`src/rtl/alu_seq_pkg.sv`:
```
// ---------------------------------------------------------------------------
// alu_seq_pkg
//
// Purpose:
//   Shared types and constants for the 9-bit processor control sequencer.
//   Holds the sequencer state encoding, the instruction-class encoding
//   produced by the decoder, the 3-bit opcode values and the HALT
//   instruction pattern.
//
// Ports:
//   (package, no ports)
// ---------------------------------------------------------------------------
package alu_seq_pkg;

    // Sequencer states. IDLE and HALT are the two resting states; every
    // other state counts as busy.
    typedef enum logic [2:0] {
        ST_IDLE   = 3'd0,
        ST_FETCH  = 3'd1,
        ST_DECODE = 3'd2,
        ST_EXEC   = 3'd3,
        ST_MEM    = 3'd4,
        ST_WB     = 3'd5,
        ST_HALT   = 3'd6
    } seqState_e;

    // What the sequencer does after EXEC (or DECODE, for HALT).
    typedef enum logic [1:0] {
        CLS_WB     = 2'd0,
        CLS_BRANCH = 2'd1,
        CLS_MEM    = 2'd2,
        CLS_HALT   = 2'd3
    } instrClass_e;

    // Opcodes carried in instr[8:6].
    localparam logic [2:0] OP_AND = 3'b000;
    localparam logic [2:0] OP_XOR = 3'b001;
    localparam logic [2:0] OP_SLT = 3'b010;
    localparam logic [2:0] OP_BNZ = 3'b011;
    localparam logic [2:0] OP_ADD = 3'b100;
    localparam logic [2:0] OP_ROR = 3'b101;
    localparam logic [2:0] OP_LW  = 3'b110;
    localparam logic [2:0] OP_SW  = 3'b111;

    // Rotate r0 by 0 does nothing useful, so the ISA reuses it as HALT.
    localparam logic [8:0] HALT_INSTR = 9'b101_000_000;

    // Pulls the opcode field out of an instruction word.
    function automatic logic [2:0] opcodeOf(input logic [8:0] instrWord);
        return instrWord[8:6];
    endfunction

endpackage

```
`src/rtl/alu_seq_decode.sv`:
```
// ---------------------------------------------------------------------------
// alu_seq_decode
//
// Purpose:
//   Purely combinational decoder. Classifies the held instruction register
//   into the path the sequencer takes after EXEC (write-back, branch,
//   memory, halt) and reports whether the instruction writes the register
//   file, plus the few per-opcode flags the sequencer needs.
//
// Ports:
//   ir_i        in   9  instruction register contents
//   class_o     out  2  instruction class (instrClass_e)
//   wrIntent_o  out  1  instruction ends with a register-file write
//   isAdd_o     out  1  add: updates the shift-carry flag
//   isLoad_o    out  1  load: write-back takes memory data
//   isStore_o   out  1  store: memory request is a write
// ---------------------------------------------------------------------------
module alu_seq_decode
    import alu_seq_pkg::*;
(
    input  logic [8:0]  ir_i,
    output instrClass_e class_o,
    output logic        wrIntent_o,
    output logic        isAdd_o,
    output logic        isLoad_o,
    output logic        isStore_o
);

    logic [2:0] opcode;

    assign opcode = opcodeOf(ir_i);

    // HALT is checked before the opcode table because it shares the rotate
    // opcode; any other rotate is an ordinary ALU op. Logic ops, slt, rotate
    // and add all finish with a register write, load writes memory data back,
    // while bnz and store never touch the register file.
    always_comb begin
        class_o    = CLS_WB;
        wrIntent_o = 1'b0;
        isAdd_o    = 1'b0;
        isLoad_o   = 1'b0;
        isStore_o  = 1'b0;
        if (ir_i == HALT_INSTR) begin
            class_o = CLS_HALT;
        end else begin
            case (opcode)
                OP_AND, OP_XOR, OP_SLT, OP_ROR: begin
                    class_o    = CLS_WB;
                    wrIntent_o = 1'b1;
                end
                OP_ADD: begin
                    class_o    = CLS_WB;
                    wrIntent_o = 1'b1;
                    isAdd_o    = 1'b1;
                end
                OP_BNZ: begin
                    class_o = CLS_BRANCH;
                end
                OP_LW: begin
                    class_o    = CLS_MEM;
                    wrIntent_o = 1'b1;
                    isLoad_o   = 1'b1;
                end
                OP_SW: begin
                    class_o   = CLS_MEM;
                    isStore_o = 1'b1;
                end
                default: begin
                    class_o = CLS_WB;
                end
            endcase
        end
    end

endmodule

```
`src/rtl/alu_seq_ctrl.sv`:
```
// ---------------------------------------------------------------------------
// alu_seq_ctrl
//
// Purpose:
//   Multi-cycle control sequencer for the 9-bit processor. Fetches an
//   instruction, decodes it, drives the combinational ALU's command,
//   register selects and lookup immediate for one EXEC cycle, then either
//   writes back, branches, or runs a data-memory handshake. Owns the program
//   counter and the shift-carry flag; it is the only writer of the PC.
//
// Configuration:
//   DMEM_TIMEOUT_EN  when defined, a memory access that sees no ack within
//                    TIMEOUT cycles is abandoned: the request drops, the
//                    sticky err flag sets and the sequencer halts. When
//                    undefined, MEM waits indefinitely and err is tied 0.
//
// Parameters:
//   D        program counter width (at least 9, to hold a branch target)
//   TIMEOUT  memory wait limit in cycles, 1..15 (DMEM_TIMEOUT_EN only)
//
// Ports:
//   clk           in   1  system clock, rising edge
//   reset_n       in   1  synchronous active-low reset
//   start         in   1  begin execution at pc 0 (from IDLE/HALT only)
//   instr         in   9  instruction at imem_addr, valid same cycle
//   alu_rslt      in   8  ALU result (branch target / memory address)
//   alu_prog_bit  in   1  ALU branch target bit 8
//   alu_sc_o      in   1  ALU shift-carry out
//   dmem_ack      in   1  data-memory completion pulse
//   imem_addr     out  D  current pc
//   alu_cmd       out  3  opcode during EXEC, else 0
//   ra_addr       out  3  ir[5:3] during EXEC, else 0
//   rb_addr       out  3  ir[2:0] during EXEC, else 0
//   lookup        out  3  ir[2:0] during EXEC, else 0
//   sc_i          out  1  registered shift-carry flag
//   rf_we         out  1  register-file write strobe (WB)
//   rf_waddr      out  3  write destination ir[5:3] while rf_we, else 0
//   wb_sel        out  1  0 = ALU result, 1 = dmem read data
//   dmem_req      out  1  memory request, held until ack
//   dmem_we       out  1  1 = store
//   busy          out  1  high outside IDLE/HALT
//   done          out  1  one-cycle pulse on HALT entry
//   err           out  1  sticky memory timeout flag
// ---------------------------------------------------------------------------
module alu_seq_ctrl
    import alu_seq_pkg::*;
#(
    parameter int D       = 12,
    parameter int TIMEOUT = 15
) (
    input  logic         clk,
    input  logic         reset_n,
    input  logic         start,
    input  logic [8:0]   instr,
    input  logic [7:0]   alu_rslt,
    input  logic         alu_prog_bit,
    input  logic         alu_sc_o,
    input  logic         dmem_ack,
    output logic [D-1:0] imem_addr,
    output logic [2:0]   alu_cmd,
    output logic [2:0]   ra_addr,
    output logic [2:0]   rb_addr,
    output logic [2:0]   lookup,
    output logic         sc_i,
    output logic         rf_we,
    output logic [2:0]   rf_waddr,
    output logic         wb_sel,
    output logic         dmem_req,
    output logic         dmem_we,
    output logic         busy,
    output logic         done,
    output logic         err
);

    seqState_e    state_q, state_d;
    logic [D-1:0] pc_q, pc_d;
    logic [8:0]   ir_q, ir_d;
    logic         sc_q, sc_d;
    logic         done_q, done_d;

    instrClass_e  irClass;
    logic         wrIntent;
    logic         isAdd;
    logic         isLoad;
    logic         isStore;

    logic [D-1:0] pcInc;
    logic [D-1:0] pcBranch;

`ifdef DMEM_TIMEOUT_EN
    logic         err_q, err_d;
    logic [3:0]   waitCnt_q, waitCnt_d;
`endif

    alu_seq_decode uDecode (
        .ir_i       (ir_q),
        .class_o    (irClass),
        .wrIntent_o (wrIntent),
        .isAdd_o    (isAdd),
        .isLoad_o   (isLoad),
        .isStore_o  (isStore)
    );

    // PC increment wraps naturally at 2^D. A branch target is the 9-bit
    // value the ALU assembles from prog_bit and rslt, zero-extended; on a
    // not-taken branch the ALU itself supplies pc+1, so no special case.
    assign pcInc    = pc_q + D'(1);
    assign pcBranch = D'({alu_prog_bit, alu_rslt});

    // Next-state logic. Everything holds by default; each state overrides
    // only what it changes. The data-memory address is captured by the
    // datapath from alu_rslt during EXEC, so this block only sequences the
    // handshake. With the timeout enabled, an ack on the final allowed
    // cycle still completes the access normally.
    always_comb begin
        state_d = state_q;
        pc_d    = pc_q;
        ir_d    = ir_q;
        sc_d    = sc_q;
        done_d  = 1'b0;
`ifdef DMEM_TIMEOUT_EN
        err_d     = err_q;
        waitCnt_d = waitCnt_q;
`endif
        case (state_q)
            ST_IDLE, ST_HALT: begin
                if (start) begin
                    state_d = ST_FETCH;
                    pc_d    = '0;
                    sc_d    = 1'b0;
`ifdef DMEM_TIMEOUT_EN
                    err_d   = 1'b0;
`endif
                end
            end
            ST_FETCH: begin
                ir_d    = instr;
                state_d = ST_DECODE;
            end
            ST_DECODE: begin
                if (irClass == CLS_HALT) begin
                    state_d = ST_HALT;
                    done_d  = 1'b1;
                end else begin
                    state_d = ST_EXEC;
                end
            end
            ST_EXEC: begin
                case (irClass)
                    CLS_WB: begin
                        if (isAdd) begin
                            sc_d = alu_sc_o;
                        end
                        state_d = ST_WB;
                    end
                    CLS_BRANCH: begin
                        pc_d    = pcBranch;
                        state_d = ST_FETCH;
                    end
                    CLS_MEM: begin
                        state_d = ST_MEM;
`ifdef DMEM_TIMEOUT_EN
                        waitCnt_d = 4'd0;
`endif
                    end
                    default: begin
                        state_d = ST_HALT;
                        done_d  = 1'b1;
                    end
                endcase
            end
            ST_MEM: begin
                if (dmem_ack) begin
                    if (isStore) begin
                        pc_d    = pcInc;
                        state_d = ST_FETCH;
                    end else begin
                        state_d = ST_WB;
                    end
                end
`ifdef DMEM_TIMEOUT_EN
                else if (waitCnt_q == 4'(TIMEOUT - 1)) begin
                    state_d = ST_HALT;
                    done_d  = 1'b1;
                    err_d   = 1'b1;
                end else begin
                    waitCnt_d = waitCnt_q + 4'd1;
                end
`endif
            end
            ST_WB: begin
                pc_d    = pcInc;
                state_d = ST_FETCH;
            end
            default: begin
                state_d = ST_IDLE;
            end
        endcase
    end

    // State register. Reset wins over everything, including an access in
    // flight, so dmem_req falls on the cycle after reset is sampled.
    always_ff @(posedge clk) begin
        if (!reset_n) begin
            state_q <= ST_IDLE;
            pc_q    <= '0;
            ir_q    <= '0;
            sc_q    <= 1'b0;
            done_q  <= 1'b0;
        end else begin
            state_q <= state_d;
            pc_q    <= pc_d;
            ir_q    <= ir_d;
            sc_q    <= sc_d;
            done_q  <= done_d;
        end
    end

`ifdef DMEM_TIMEOUT_EN
    // Timeout bookkeeping: the wait counter restarts on every MEM entry and
    // err stays set until reset or the next start.
    always_ff @(posedge clk) begin
        if (!reset_n) begin
            err_q     <= 1'b0;
            waitCnt_q <= 4'd0;
        end else begin
            err_q     <= err_d;
            waitCnt_q <= waitCnt_d;
        end
    end

    assign err = err_q;
`else
    assign err = 1'b0;
`endif

    // Output decode from the registered state. The ALU controls are only
    // meaningful in EXEC and sit at 0 otherwise so the ALU sees a quiet
    // command outside its one active cycle.
    always_comb begin
        alu_cmd  = 3'b000;
        ra_addr  = 3'b000;
        rb_addr  = 3'b000;
        lookup   = 3'b000;
        rf_we    = 1'b0;
        rf_waddr = 3'b000;
        wb_sel   = 1'b0;
        dmem_req = 1'b0;
        dmem_we  = 1'b0;
        if (state_q == ST_EXEC) begin
            alu_cmd = ir_q[8:6];
            ra_addr = ir_q[5:3];
            rb_addr = ir_q[2:0];
            lookup  = ir_q[2:0];
        end
        if (state_q == ST_WB && wrIntent) begin
            rf_we    = 1'b1;
            rf_waddr = ir_q[5:3];
            wb_sel   = isLoad;
        end
        if (state_q == ST_MEM) begin
            dmem_req = 1'b1;
            dmem_we  = isStore;
        end
    end

    assign imem_addr = pc_q;
    assign sc_i      = sc_q;
    assign busy      = (state_q != ST_IDLE) && (state_q != ST_HALT);
    assign done      = done_q;

endmodule
```
`config.mk`:
```
export PLATFORM = sky130hd
export DESIGN_NAME = alu_seq_ctrl
export DESIGN_NICKNAME = d
export VERILOG_FILES = /design/src/rtl/alu_seq_pkg.sv /design/src/rtl/alu_seq_decode.sv /design/src/rtl/alu_seq_ctrl.sv
export SDC_FILE = /design/constraint.sdc
export NUM_CORES = 1
export LEC_CHECK = 0
export CAP_MARGIN = 10
export CORE_UTILIZATION = 30
export CTS_CLUSTER_SIZE = 16
export DETAILED_ROUTE_END_ITERATION = 12
export DONT_BUFFER_PORTS = 1
export REMOVE_ABC_BUFFERS = 1
export SLEW_MARGIN = 20
export SYNTH_ARGS = -nofsm -noshare
export SYNTH_HDL_FRONTEND = slang
export SYNTH_HIERARCHICAL = 1
export SYNTH_SLANG_ARGS = --single-unit
```
`constraint.sdc`:
```
create_clock -name clk -period 2.4 [get_ports clk]
set_input_delay 0.72 -clock clk [delete_from_list [all_inputs] [get_ports clk]]
set_output_delay 0.72 -clock clk [all_outputs]
set_load 0.01 [all_outputs]
```
# Word-level counts from Yosys, hierarchy flattened

Index checks and enable logic that the tools add are counted.

Add/sub/neg operators: 1
$mul: 0
Div/mod/pow operators: 0
$lt $le $gt $ge: 0
Equal/unequal tests: 24
Shift operators: 0
Mux-type cells: 36
Bitwise gates (word level): 0
Reduce and logical (&&, ||, !) cells: 16

Operators by type and width:

| cell                                                  | count |
|---|---|
| 2-to-1 mux 12 bit                                     | 4 |
| case mux 12 bit (4 select lines)                      | 1 |
| 2-to-1 mux 3 bit                                      | 8 |
| equality test 3 bit, second input constant            | 7 |
| case mux 3 bit (6 select lines)                       | 1 |
| 2-to-1 mux 1 bit                                      | 17 |
| adder 12 x 1 -> 12 bit, second input constant         | 1 |
| equality test 3 x 2 -> 1 bit, second input constant   | 4 |
| equality test 9 bit, second input constant            | 1 |
| case mux 3 bit (3 select lines)                       | 1 |
| inequality test 2 bit, second input constant          | 4 |
| equality test 3 x 1 -> 1 bit, second input constant   | 2 |
| logical NOT 3 bit                                     | 2 |
| case mux 2 bit (3 select lines)                       | 1 |
| OR reduction 6 bit                                    | 1 |
| AND reduction 5 bit                                   | 1 |
| OR reduction 5 bit                                    | 1 |
| equality test 2 bit, second input constant            | 2 |
| inequality test 2 x 1 -> 1 bit, second input constant | 2 |
| case mux 1 bit (2 select lines)                       | 2 |
| AND reduction 4 bit                                   | 1 |
| nonzero test 4 bit                                    | 1 |
| OR reduction 2 bit                                    | 2 |
| inequality test 3 bit, second input constant          | 1 |
| other kinds (8)                                       | 9 |

Register bits: 26
Bits in latches: 0
RAM bits: 0
Memory bits (read-only): 0
Input bits: 23
Output and inout bits: 35
Logic and storage cells: 82
Memories kept: 0

# Depth between registers and ports, before layout

Gate-level depths: netlist (run 1).

Depth after elaboration: 8
Mapped depth: 6
Gate-level depth less buffers: 6

# Hierarchy

The synthesis (run 1) kept the hierarchy.

By module, submodules not included:

| module         | times used | cells each | area each (um2) |
|---|---|---|---|
| alu_seq_ctrl   | 1          | 186        | 1570.3 |
| alu_seq_decode | 1          | 11         | 91.3 |

# Worst setup path before layout (run 1)

Ideal clock, no wire load.

Path kind: register -> output
Start point: register ir_q[7]
End point: output rf_waddr[0]
Arrival time: 1.572 ns
Data required time: 1.680 ns
Slack: 0.108 ns
Stages on the path, launching flop included: 5
Buffers on the path: 0
Cells stage by stage: dfxtp_1 > or4b_4 > o31a_1 > and3_1 > and2_1

Word-level cells in the longest chain between the ends: 6
Elaborated cells on any way between the ends: 12
Classes of those cells: eq/ne: 6; mux: 3; reduce/logical: 3

RTL lines:

| element                                              | line                 | RTL |
|---|---|---|
| start: declaration                                   | alu_seq_ctrl.sv:77   | `logic [8:0] ir_q, ir_d;` |
| start signal: assignment                             | alu_seq_ctrl.sv:213  | `ir_q <= ir_d;` |
| equality test 3 x 1 -> 1 bit (tied with other cells) | alu_seq_decode.sv:46 | `case (opcode)` |
| OR reduction 6 bit (no source line)                  | -                    |  |
| 2-to-1 mux 1 bit                                     | alu_seq_decode.sv:46 |  |
| 2-to-1 mux 1 bit *                                   | alu_seq_decode.sv:43 | `if (ir_i == HALT_INSTR) begin` |
| via wrIntent                                         | alu_seq_ctrl.sv:82   | `logic wrIntent;` |
| logical AND 1 bit *                                  | alu_seq_ctrl.sv:256  | `if (state_q == ST_WB && wrIntent) begin` |
| 2-to-1 mux 3 bit *                                   | alu_seq_ctrl.sv:256  |  |
| end: declaration                                     | alu_seq_ctrl.sv:66   | `output logic [2:0] rf_waddr,` |

The timed path passes the listed nets; every way through them passes the cells marked *.

# Worst setup path after layout (run 1)

Start point: register ir_q[3]
End point: output rf_waddr[2]

Word-level cells in the longest chain between the ends: 4

RTL lines:

| element             | line |
|---|---|
| equality test 9 bit | alu_seq_decode.sv:43 |
| 2-to-1 mux 1 bit    | alu_seq_decode.sv:43 |
| via wrIntent        | alu_seq_ctrl.sv:82 |
| logical AND 1 bit   | alu_seq_ctrl.sv:256 |
| 2-to-1 mux 3 bit    | alu_seq_ctrl.sv:256 |

The timed path passes the listed nets, and every way through them passes these cells.

==> metrics, run 1 <==
status complete, but fails checks; failing checks setup timing; Filler cells 547; 1st-iter DRT viols 83; Vias/cell ~5.6; P&R area growth vs syn 12.5%; Power Density 1160 nW/um^2; post-route antenna net violation count 0; largest net degree at the start of global routing 16; Largest stage delay, worst path between 500 and 600 ps; Initial Util about a third; sequential-to-total area share from yosys stat a little under a third; Setup violations, final 5; crit-path leading delay family simple AND/OR/NAND/NOR gates; grt ovf 0; minimum clock period after layout 2470 ps; Die Y roughly 76 um; count of pins over their slew limit 0; Top Ports just under 60; CTS tree done; commonest non-fill, non-tap cells in the layout dfxtp_1, nand2_1, nor2_1; vias between 1.5k and 2k; Worst-Margin Slew ~520 ps; Max Fclk around 0.40 GHz; core area 5200 sq um; placed cell areas 1750 sq um; CP startpoint kind flip-flop; first-pass GRT wire length ~7.3 mm; Mapped Cells 197; Die ar. 5840 sq um; main flop type after synthesis dfxtp_1; CTS Hold Bufs 0; share of cells above drive strength 1 18.9%; Worst EP arrival 1750 ps; port buffer count 0; commonest non-fill, non-tap cell in the layout dfxtp_1; # diodes 0; FFs w/ async S/R, synth 0%; Static Leak 0.658 nW; latest clock arrival within the worst-skew pair 280 ps; Total Wirelength 4.64 mm; Critical Path Fanout Max 5; Mapped Avg Cell Area between 8 and 9 sq um; dpl hpwl roughly 3.3 mm; CP required about 1700 ps; initial antenna violation count 0; nature of the critical path endpoint output port; relative max-transition margin between 60% and 70%; Post-layout nets around 230; period utilisation layout 103%; Clock Path Buffers 2; drt first pass iters 4; Mapped Area approximately 1700 sq um; H-tree depth 1; total global-route track usage 15.7%; hold crit path type flip-flop to flip-flop; CP max-delay cell or4b_4; worst vdd ir 0.402 mV; Bufs and invs on worst path 0; Num CTS Buffers 3; Clock Sinks 26; Yosys cell types 53; die width between 70 and 80 um; Seq cells post-synth 26; GP Congestion a little under 0.9; vias in the first global route 1384; Design Area, Final 1870 sq um; Ys Warns 6; DRC violations left 0; unrepaired setup endpoints after global routing yes; Crit Path Class flip-flop to output port; clock skew 7.89 ps; maxcap violations 0; CP Cell Sequence or4b_4, o31a_1, and3_4, and2_4; Final Hold Vio Count 0; worst hold slack about 530 ps; Worst-path clk slew approximately 100 ps; final worst setup slack -70.1 ps; row cnt 26; routed length per instance around 17 um; clk root buf clkbuf_8; number of flops mapped to enable cells by yosys 0
[worst min-delay path, stage by stage, from the launching register on]
cell and delay [ps]:
dfxtp_1 360, mux2i_1 70, nor2_1 70
[metal layers]
metal / global-route usage [%] / vias to the layer above / part of all wire (%)
met4: 5.58 / 0 / 1.3
met1: 20.8 / 724 / 46
li1: - / 732 / -
met3: 4.43 / 7 / 6.8
met2: 24.2 / 50 / 46
met5: 0 / - / 0
[sequential cells by signal, indices dropped and copies added, names as in the netlist]
register	flops
sc_i	1
imem_addr	12
state_q	3
ir_q	9
done	1
[layout make-up]
cell class,instances,area [sq um],area share (%)
tap,70,87.6,4.69
sequential,26,523,28.0
timing repair buffer,14,105,5.62
clock inverter,1,30.0,1.61
inverter,4,15.0,0.803
multi-input combinational,153,1070,57.1
clock buffer,3,41.3,2.21
[cell families (layout without fill, tap and decap cells)]
| family | Yosys count | after routing | share of synthesized area, % |
|---|---|---|---|
| AND/OR/NAND/NOR | 91 | 91 | 30.6 |
| AO/OA/AOI/OAI | 48 | 48 | 22.8 |
| flip-flops | 26 | 26 | 31.3 |
| buffers and inverters | 18 | 22 | 6.02 |
| multiplexers | 10 | 10 | 6.02 |
| XOR/XNOR | 2 | 2 | 2.18 |
| adder cells (fa/ha/maj) | 1 | 1 | 0.753 |
| other | 1 | 1 | 0.226 |
[worst paths after layout]
kind	start	endpoint	slack, ps	cells past startpoint
hold / removal	ir_q[0]$_SDFFE_PN0N_	ir_q[0]$_SDFFE_PN0N_	530	2
hold reg to reg	ir_q[0]$_SDFFE_PN0N_	ir_q[0]$_SDFFE_PN0N_	530	2
setup / recovery	ir_q[3]$_SDFFE_PN0N_	rf_waddr[2]	-70	4
setup reg to reg	ir_q[3]$_SDFFE_PN0N_	imem_addr[3]$_SDFFE_PN0P_	80	7
[cells in the mapped netlist (4+ instances only)]
master | n | area share [%]
and3_1 | 5 | 1.9
clkbuf_1 | 6 | 1.4
nand2b_1 | 5 | 1.9
and2_1 | 15 | 5.6
buf_4 | 4 | 1.8
nand3_1 | 6 | 1.8
mux2i_1 | 10 | 6.0
a211oi_1 | 4 | 1.8
a21oi_1 | 11 | 3.3
nor2_1 | 15 | 3.4
nand2_1 | 16 | 3.6
nor3_1 | 9 | 2.7
dfxtp_1 | 26 | 31
o32ai_1 | 5 | 2.6
o21a_1 | 4 | 1.8
inv_1 | 4 | 0.90
[per-stage QoR]
step	setup WS [ps]	utilization (%)	TNS (ps)	std cells	power (W)
2_1_floorplan	108	-	0	183	0.00145
3_3_place_gp	175	33.7	0	265	0.00174
3_5_place_dp	159	33.7	0	265	0.00175
4_1_cts	-59.2	35.7	-225	271	0.00214
5_1_grt	-116	35.9	-515	271	0.00232
6_report	-70.1	35.9	-283	271	0.00217
[power breakdown]
group	switching [W]	total, W	internal (W)
clock	0.000154	0.000378	0.000224
combinational	0.000662	0.00114	0.000474
sequential	0.000122	0.000655	0.000533
[repair_timing]
item,4_1_cts,5_1_grt
setup buffers,2,0
gates resized for setup,7,3
setup endpoints to repair,5,16
pin swaps,4,0
(Power assumes the default switching activity.)
==> inputs of run 2 (changes only) <==
CTS_CLUSTER_SIZE = 8   (was 16)
DONT_BUFFER_PORTS = not set   (was 1)
==> run 2 against run 1 <==
Against the previous run:
- the flow still finishes with violations (setup timing)
- global-route usage is 0.85 points higher
- fmax is 2.0% lower
- power is 7.6% higher
- design area is 35% higher
- critical path depth is 1 higher
- via count is 15% higher
- first-iteration DRC count is 13% lower
- non-clock buffer count is 69 higher
- critical path type unchanged
==> metrics, run 2 (same netlist as run 1, synthesis figures left out) <==
nature of the critical path endpoint output port; latest clock arrival within the worst-skew pair between 200 and 300 ps; Post-layout nets between 200 and 300; Clock Path Buffers 2; first-pass GRT wire length between 7 and 8 mm; clock skew 5.98 ps; commonest non-fill, non-tap cell in the layout clkdlybuf4s50_1; unrepaired setup endpoints after global routing yes; row cnt 26; vias in the first global route roughly 1.6k; hold crit path type flip-flop to flip-flop; min-delay src imem_addr[6]$_SDFFE_PN0P_; Worst-path clk slew around 90 ps; Worst-Margin Slew 602 ps; DRC violations left 0; initial antenna violation count 0; Crit Path Class flip-flop to output port; Final Hold Vio Count 0; drt first pass iters 4; Sw Pwr between 0.0009 and 0.001 W; Die Y 76.4 um; Max Fclk 0.397 GHz; crit-path leading delay family simple AND/OR/NAND/NOR gates; CP Cell Sequence or4b_4, o31a_1, and3_4, and2_4, buf_6; share of cells above drive strength 1 approximately a fifth; Critical Path Start ir_q[2]$_SDFFE_PN0N_; grt ovf 0; Static Leak approximately 1.1 nW; CP startpoint kind flip-flop; Power Density 922 nW/um^2; H-tree depth 1; Seq pwr share a little over a quarter; failing checks setup timing; relative max-transition margin between 50% and 60%; Filler cells 509; Initial Util between 30% and 40%; FF-to-FF Start ir_q[2]$_SDFFE_PN0N_; Bufs and invs on worst path 1; GP Congestion a little under 0.8; Worst EP arrival 1800 ps; CTS tree done; post-route antenna net violation count 0; P&R area growth vs syn 52.3%; internal cell power about 0.0014 W; maxcap violations 0; clk root buf clkbuf_8; port buffer count 56; 1st-iter DRT viols 72; Largest stage delay, worst path 530 ps; clock power share about 11%; CTS Hold Bufs 0; final worst setup slack -120 ps; core area between 5000 and 6000 sq um; Comb power frac between 60 and 70%; Setup violations, final 5; Top Ports 58; minimum clock period after layout about 2500 ps; Clock Sinks 26; worst vdd ir between 0.4 and 0.5 mV; die width between 70 and 80 um; Setup WS pre-CTS -272 ps; vias approximately 1.7k; max reg flops 12; count of pins over their slew limit 0; largest net degree at the start of global routing 17; CP required 1680 ps; Total Wirelength around 5 mm; CP max-delay cell or4b_4; total global-route track usage approximately 17%; dpl hpwl 3.47 mm; commonest non-fill, non-tap cells in the layout clkdlybuf4s50_1, buf_4, dfxtp_1; Die ar. approximately 6000 sq um; routed length per instance ~14 um; status complete, but fails checks; # diodes 0; Num CTS Buffers 3; post-route setup TNS -584 ps; switching portion of total power 41.6%; Vias/cell 5.14; Critical Path Fanout Max 5; period utilisation layout 105%
==> run 2: changes by cell type in the layout (fill, tap and decap cells not counted), moves of 2 or more <==
cell             previous run  this run
buf_6                       0         6
dlymetal6s2s_1              0         7
and3b_2                     1         3
buf_4                      14        26
clkdlybuf4s50_1             0        43
==> run 2: what timing repair did <==
action / in CTS / in global routing
buffers inserted: 1 / 2
pin swaps: 6 / 1
gates cloned: 0 / 1
resized for setup: 27 / 18
setup endpoints to repair: 17 / 22
==> run 2: per-layer routing <==
metal,track usage [%],share of wire (%),vias to the layer above
li1,-,-,879
met1,22.5,48,820
met2,27.1,47,46
met3,2.28,4.7,2
met4,4.62,0.61,0
met5,0,0,-
==> run 2: final cells by class <==
class                   count  area, sq um  share of cell area [%]
inverters                   4         15.0                   0.593
well taps                  70         87.6                    3.46
multi-input cells         154         1070                    42.4
repair buffers             83          790                    31.2
flip-flops and latches     26          524                    20.7
clock buffers               3         41.3                    1.63
==> run 2: worst min-delay path: stages, from the launching register on <==
cell	delay (ps)
dfxtp_1	350
nand2_1	70
o32ai_1	60
==> run 2: power by group through the flow <==
stage          Combinational [W]  Clock, W  Sequential, W
6_report                 0.00145  0.000252       0.000632
5_1_grt                  0.00159  0.000279       0.000648
4_1_cts                  0.00141  0.000254       0.000614
3_5_place_dp             0.00140         0       0.000621
3_3_place_gp             0.00140         0       0.000619
2_1_floorplan           0.000749         0       0.000697
==> run 2: path summary, 6_finish.rpt <==
| path | cells past startpoint | to | slack (ps) |
|---|---|---|---|
| hold / removal | 2 | imem_addr[6]$_SDFFE_PN0P_ | 520 |
| hold reg to reg | 2 | imem_addr[6]$_SDFFE_PN0P_ | 520 |
| setup reg to reg | 7 | imem_addr[3]$_SDFFE_PN0P_ | 160 |
| setup / recovery | 5 | rf_waddr[1] | -120 |
==> run 2: metrics by stage <==
step / util (%) / instance area [sq um] / power [W] / instances / hold WS (ps)
2_1_floorplan: - / 1580 / 0.00145 / 183 / 468
3_3_place_gp: 46.2 / 2400 / 0.00201 / 333 / 494
3_5_place_dp: 46.2 / 2400 / 0.00202 / 333 / 499
4_1_cts: 47.0 / 2440 / 0.00228 / 337 / 521
5_1_grt: 48.6 / 2530 / 0.00251 / 340 / 542
6_report: 48.6 / 2530 / 0.00233 / 340 / 515
